**src/rtl/lsu.sv**
```systemverilog
// lsu -- load/store unit, initiator side of a single data-RAM port.
//
// Takes one CPU load/store at a time and sequences the RAM port. The RAM has
// 1-cycle read latency and accepts whole-word writes only. Byte and halfword
// stores therefore read the word, merge the new lanes and write it back.
// Loads are lane-extracted and then sign- or zero-extended. Misaligned,
// out-of-range and bad-size requests are answered with an error and never
// touch the RAM.
//
// Ports
//   clk, rst            clock; asynchronous active-high reset
//   req_valid/ready     request handshake (ready only while IDLE)
//   req_we/addr/size/wdata
//                       store flag, byte address, funct3 size, right-aligned data
//   resp_valid/err/rdata
//                       one-cycle registered completion; rdata is 0 unless load
//   mem_we/addr/size/wd RAM command (word-aligned address, full-word write)
//   mem_rd              RAM read data, valid the cycle after the address cycle
module lsu #(
   parameter int unsigned RAM_WORDS = 1024
) (
   input  logic        clk,
   input  logic        rst,
   input  logic        req_valid,
   output logic        req_ready,
   input  logic        req_we,
   input  logic [31:0] req_addr,
   input  logic [2:0]  req_size,
   input  logic [31:0] req_wdata,
   output logic        resp_valid,
   output logic        resp_err,
   output logic [31:0] resp_rdata,
   output logic        mem_we,
   output logic [31:0] mem_addr,
   output logic [2:0]  mem_size,
   output logic [31:0] mem_wd,
   input  logic [31:0] mem_rd
);

   typedef enum logic [2:0] {IDLE, LD_A, LD_D, ST_W, RMW_A, RMW_W} state_t;

   state_t      state_q, state_d;
   logic [31:0] addr_q, addr_d;
   logic [2:0]  size_q, size_d;
   logic [31:0] wdata_q, wdata_d;
   logic        we_q, we_d;
   logic        resp_valid_q, resp_valid_d;
   logic        resp_err_q, resp_err_d;
   logic [31:0] resp_rdata_q, resp_rdata_d;

   logic        req_err;
   logic [7:0]  ld_byte;
   logic [15:0] ld_half;
   logic [31:0] ld_data;
   logic [4:0]  lane_sh;
   logic [31:0] lane_mask;
   logic [31:0] st_merged;

   // Request checks, evaluated on the incoming (not yet latched) request.
   always_comb begin
      req_err = 1'b0;
      if (req_size == 3'b011 || req_size[2:1] == 2'b11)
         req_err = 1'b1;
      if (req_size[1:0] == 2'b01 && req_addr[0])
         req_err = 1'b1;
      if (req_size == 3'b010 && req_addr[1:0] != 2'b00)
         req_err = 1'b1;
      if ({2'b00, req_addr[31:2]} >= RAM_WORDS)
         req_err = 1'b1;
   end

   // Load extraction; size_q[2] distinguishes the unsigned variants.
   always_comb begin
      ld_byte = 8'(mem_rd >> {addr_q[1:0], 3'b000});
      ld_half = 16'(mem_rd >> {addr_q[1], 4'b0000});
      case (size_q[1:0])
         2'b00:   ld_data = {{24{ld_byte[7]  & ~size_q[2]}}, ld_byte};
         2'b01:   ld_data = {{16{ld_half[15] & ~size_q[2]}}, ld_half};
         default: ld_data = mem_rd;
      endcase
   end

   // Store merge: replace only the addressed lanes of the word just read.
   always_comb begin
      lane_sh = {addr_q[1:0], 3'b000};
      case (size_q[1:0])
         2'b00:   lane_mask = 32'h0000_00FF << lane_sh;
         2'b01:   lane_mask = 32'h0000_FFFF << lane_sh;
         default: lane_mask = 32'hFFFF_FFFF;
      endcase
      st_merged = (mem_rd & ~lane_mask) | ((wdata_q << lane_sh) & lane_mask);
   end

   always_comb begin
      state_d      = state_q;
      addr_d       = addr_q;
      size_d       = size_q;
      wdata_d      = wdata_q;
      we_d         = we_q;
      resp_valid_d = 1'b0;
      resp_err_d   = 1'b0;
      resp_rdata_d = 32'h0;
      case (state_q)
         IDLE: begin
            if (req_valid) begin
               addr_d  = req_addr;
               size_d  = req_size;
               wdata_d = req_wdata;
               we_d    = req_we;
               if (req_err) begin
                  resp_valid_d = 1'b1;
                  resp_err_d   = 1'b1;
               end else if (req_we) begin
                  state_d = (req_size == 3'b010) ? ST_W : RMW_A;
               end else begin
                  state_d = LD_A;
               end
            end
         end
         LD_A:  state_d = LD_D;
         LD_D: begin
            resp_valid_d = 1'b1;
            resp_rdata_d = ld_data;
            state_d      = IDLE;
         end
         ST_W: begin
            resp_valid_d = 1'b1;
            state_d      = IDLE;
         end
         RMW_A: state_d = RMW_W;
         RMW_W: begin
            resp_valid_d = 1'b1;
            state_d      = IDLE;
         end
         default: state_d = IDLE;
      endcase
   end

   always_ff @(posedge clk or posedge rst) begin
      if (rst) begin
         state_q      <= IDLE;
         addr_q       <= 32'h0;
         size_q       <= 3'b000;
         wdata_q      <= 32'h0;
         we_q         <= 1'b0;
         resp_valid_q <= 1'b0;
         resp_err_q   <= 1'b0;
         resp_rdata_q <= 32'h0;
      end else begin
         state_q      <= state_d;
         addr_q       <= addr_d;
         size_q       <= size_d;
         wdata_q      <= wdata_d;
         we_q         <= we_d;
         resp_valid_q <= resp_valid_d;
         resp_err_q   <= resp_err_d;
         resp_rdata_q <= resp_rdata_d;
      end
   end

   // mem_we decodes straight from state so an async reset drops it at once.
   assign req_ready  = (state_q == IDLE);
   assign resp_valid = resp_valid_q;
   assign resp_err   = resp_err_q;
   assign resp_rdata = resp_rdata_q;
   assign mem_we     = (state_q == ST_W) || (state_q == RMW_W);
   assign mem_addr   = {addr_q[31:2], 2'b00};
   assign mem_size   = size_q;
   assign mem_wd     = (state_q == RMW_W) ? st_merged : wdata_q;

   // we_q is kept for observability of the latched request; the state
   // encoding already carries the load/store distinction.
   logic unused_ok;
   assign unused_ok = we_q;

endmodule

```
**config.mk**
```make
export PLATFORM = sky130hd
export DESIGN_NAME = lsu
export DESIGN_NICKNAME = d
export VERILOG_FILES = /design/src/rtl/lsu.sv
export SDC_FILE = /design/constraint.sdc
export NUM_CORES = 1
export LEC_CHECK = 0
export ABC_AREA = 1
export BUFFER_PORTS_ARGS = -buffer_cell sky130_fd_sc_hd__buf_2
export CORE_UTILIZATION = 45
export DETAILED_ROUTE_END_ITERATION = 10
export GPL_TIMING_DRIVEN = 1
export PLACE_DENSITY = 0.73
export SYNTH_ARGS = -nofsm -noshare
export SYNTH_HDL_FRONTEND = slang
export SYNTH_SLANG_ARGS = --single-unit
export TNS_END_PERCENT = 50
```
**constraint.sdc**
```tcl
create_clock -name clk -period 9.5 [get_ports clk]
set_input_delay 1.9 -clock clk [delete_from_list [all_inputs] [get_ports clk]]
set_output_delay 1.9 -clock clk [all_outputs]
set_load 0.03 [all_outputs]
```
==> summary.md <==
Buffers placed on the I/O ports in this run total 203. The flop-to-flop setup slack is 6.79 ns. Synthesized netlist cell count: 728. In the post-synthesis netlist, the biggest area contributors are dfrtp_1, mux2_4, nand2_1.

The tree is rooted in a clkbuf_16. For the final routed database, the setup TNS stands at 0 ns. The sum of internal, switching and leakage power is 0.00267 W. In this run, CTS created clock tree buffers numbering 9. After detailed routing, the number of remaining DRC violations is 0. In this run the mean area of a mapped cell was 8.47 µm². Required time at the worst-slack endpoint: 7.60 ns. The nature of the critical path startpoint was a flop.

The total number of vias is 5430. Row generation in the floorplan step produced 42 rows. The worst path in the final design needs a cycle of 5.12 ns, including I/O delays and setup. The arrival time reported for the critical path endpoint came out at 3.22 ns. The number of global-route vias before repair is 5045.

Setup violations remaining at the end of the flow were counted as 0. After Yosys synthesis, and, or, nand and nor cells account for 21.4% of the synthesized area. The total setup buffers inserted after CTS is 0. Of the total synthesized cell area, the portion taken by XOR and XNOR cells is 0%. The synthesized-area fraction occupied by adder cells is 0%. The initial core utilization is 46.4%, and the number of sinks on the clock net is 104. Of the available clock period, the critical path in the final layout requires 53.9%.

Dividing the detail-routed via count by the number of cells gives 5.14. The min-delay analysis places its worst path in the category reg2reg. For the maximum VDD drop, the log shows 0.000202 V. The first global-routing pass estimated 27300 µm of wire. Initial antenna violation count: 4. The first-pass detailed-route iteration total was 5; the hold violation total from the final report was 0. The area of the mapped netlist came out at 6170 µm². Depth of the CTS H-tree: 3.

The run gives 42.2% as the post-synthesis sequential area ratio. The die is 119 µm wide. The run gives 1268 as the number of fill cells. The count of warnings emitted by yosys came out at 0.

Measured in cells, the most critical reg-to-reg path has a length of 9. After synthesis, the share of cell area in mux cells is 11.9%. The total global routing overflow was 0. For the top-level port count, the log shows 206. The biggest area contributor in the post-synthesis netlist is dfrtp_1. The routability-driven placement congestion ratio is 0.925, and the clock-pin transition on the worst setup and hold timing paths is 0.07 ns. The floorplan step defined a core boundary enclosing 13300 µm². The post-route netlist has 34.1% of its cells at a drive strength greater than 1. The detail route stage leaves a number of antenna-violating nets equal to 0. The count of hold buffers inserted by post-cts repair was 0.

The worst-path maximum fanout works out to 70. Type of the setup path with the least slack: reg2out. For the maximum clock frequency, the log shows 195 MHz. TritonCTS built the clock tree.

In this run the biggest area consumer among cell types represents 42.2% of the synthesized area. The overall fraction of global-route tracks in use came out at 25.0%. The endpoint identified for the worst register-to-register timing path is resp_rdata[18]$_DFF_PP0_. The cell area reported after detailed placement was 6940 µm²; the overall routed net length was 17100 µm.

The tools report the number of DRC markers after the initial detailed-route iteration as 417. Relative to the synthesized area, the layout overhead comes to 17.0%. Counting instances, the worst hold path has a depth of 2. For the post-DP HPWL, the log shows 12600 µm. The headroom to the max-slew limit is 33.3%. Setup repair after global routing left no endpoint under its margin.

The final routed wire length divided by cell count was 16.2 µm. Latest clock arrival within the worst-skew pair: 0.35 ns. In this run, distinct cell masters in the synthesized netlist total 33.

For the pin with the worst max-slew slack, the measured transition is 0.999 ns. Main combinational cell family by area after synthesis: simple AND/OR/NAND/NOR gates. The power density relative to cell area is 370 nW/µm², and the die area is 14200 µm². The run gives 0 as the total of max-cap violations. The finished cells cover 7220 µm². The leakage dissipation was 3.95 nW. For hold timing, the worst endpoint is addr_q[13]$_DFFE_PP0P_.

Entering global routing, the biggest net connects 88 pins. The register bit count reported by yosys came out at 104. The flow ran to the end, and the final reports show no timing, DRC or antenna violations.

Critical register-to-register path startpoint: addr_q[0]$_DFFE_PP0P_. The startpoint of the lowest-slack hold path was addr_q[13]$_DFFE_PP0P_. Y dimension of the die: 119 µm.

Post-cts sizing count: 0. STA classifies the critical path endpoint as a primary output. The synthesized netlist devotes 13.0% of its cell area to compound gates. The logs give 0 for the max-slew violation total from the final report and 0.00717 ns for the worst setup skew after layout. The post-layout net count is 979. No sink is reached through more buffers than the 2 on the longest clock path.
## state kept, by name, summed over array words and instances, names as in the netlist
register    cells
addr_q         32
state_q         3
resp_valid      1
wdata_q        32
resp_err        1
mem_size        3
resp_rdata     32
## metal layers
| metal | global-route usage, % | wire length, µm | vias to the layer above |
|---|---|---|---|
| li1 | - | - | 2636 |
| met1 | 33.8 | 7410 | 2500 |
| met2 | 38.4 | 7630 | 253 |
| met3 | 7.66 | 1650 | 35 |
| met4 | 7.20 | 366 | 6 |
| met5 | 0 | 46 | - |
## how the worst max path moves through the flow
stage          slack, ns                   start                     to  depth (start not counted)
6_report            4.38   addr_q[0]$_DFFE_PP0P_             mem_wd[18]                          8
5_1_grt             4.10   addr_q[0]$_DFFE_PP0P_             mem_wd[16]                          8
4_1_cts             4.44  state_q[2]$_DFFE_PP0P_              mem_wd[2]                          5
3_5_place_dp        4.82   addr_q[0]$_DFFE_PP0P_             mem_wd[18]                          8
3_3_place_gp        4.87  state_q[2]$_DFFE_PP0P_              mem_wd[2]                          5
2_1_floorplan       4.87                     rst  addr_q[0]$_DFFE_PP0P_                          1
## per-stage QoR
stage | utilization, % | hold slack, ns | setup slack (ns) | std cells
after detailed placement | 52.2 | 0.475 | 4.82 | 1041
after global routing | 54.3 | 0.523 | 4.10 | 1055
after global placement | 52.2 | 0.467 | 4.87 | 1041
after CTS | 54.3 | 0.492 | 4.44 | 1055
final | 54.3 | 0.485 | 4.38 | 1056
after floorplan | - | 0.460 | 4.87 | 729
## cells in the final DEF, fill, tap and decap left out, drive strengths merged
| cell type | netlist | layout |
|---|---|---|
| buf | 60 | 205 |
| nand2 | 193 | 193 |
| dfrtp | 104 | 104 |
| nor2 | 79 | 79 |
| o21ai | 62 | 62 |
| inv | 58 | 58 |
| mux2 | 49 | 49 |
| a21oi | 38 | 38 |
| nand3 | 31 | 31 |
| o22ai | 15 | 15 |
| clkbuf | 9 | 10 |
| o211ai | 7 | 7 |
| o221ai | 7 | 7 |
| o21a | 7 | 7 |
| nand4 | 3 | 3 |
| nor3 | 3 | 3 |
| conb | 1 | 2 |
| clkinv | 0 | 2 |
| diode | 0 | 1 |
| a31oi | 1 | 1 |
| and2 | 1 | 1 |
| bufinv | 0 | 1 |
| clkinvlp | 0 | 1 |
## worst max-delay path, stage by stage, from the launching register on
cell and delay, ns:
dfrtp_1 0.65, inv_2 0.87, nand2_1 0.26, o22ai_4 0.32, inv_1 0.24, nand2_1 0.11
nand3_1 0.07, nand2_1 0.14, buf_2 0.21
## kinds of logic after synthesis
family | Yosys count
AOI/OAI and AO/OA | 137
buffers and inverters | 127
DFF | 104
muxes | 49
other | 1
and+or+nand+nor | 310
## cells in the mapped netlist, drive strengths merged
cell / number
o21a: 7
a21oi: 38
nor2: 79
a31oi: 1
buf: 60
inv: 58
nand3: 31
nand2: 193
o21ai: 62
o22ai: 15
o211ai: 7
nor3: 3
clkbuf: 9
o221ai: 7
dfrtp: 104
conb: 1
and2: 1
mux2: 49
nand4: 3
## where the power goes
| part | total [W] | leakage, nW | switching (W) | internal, W |
|---|---|---|---|---|
| clock | 0.000365 | 0.134 | 0.000164 | 0.000201 |
| combinational | 0.00156 | 2.53 | 0.00101 | 0.000549 |
| sequential | 0.000751 | 1.29 | 0.000143 | 0.000608 |
## cell type report
cell class / instances / area, µm² / area share [%]
diodes: 1 / 2.50 / 0.0347
clock buffers: 10 / 229 / 3.17
clock inverters: 4 / 47.5 / 0.659
inverters: 58 / 220 / 3.05
multi-input cells: 498 / 2860 / 39.7
flip-flops and latches: 104 / 2600 / 36.1
well taps: 176 / 220 / 3.05
repair buffers: 205 / 1030 / 14.3
No activity file was read; power rests on OpenSTA's default activity.
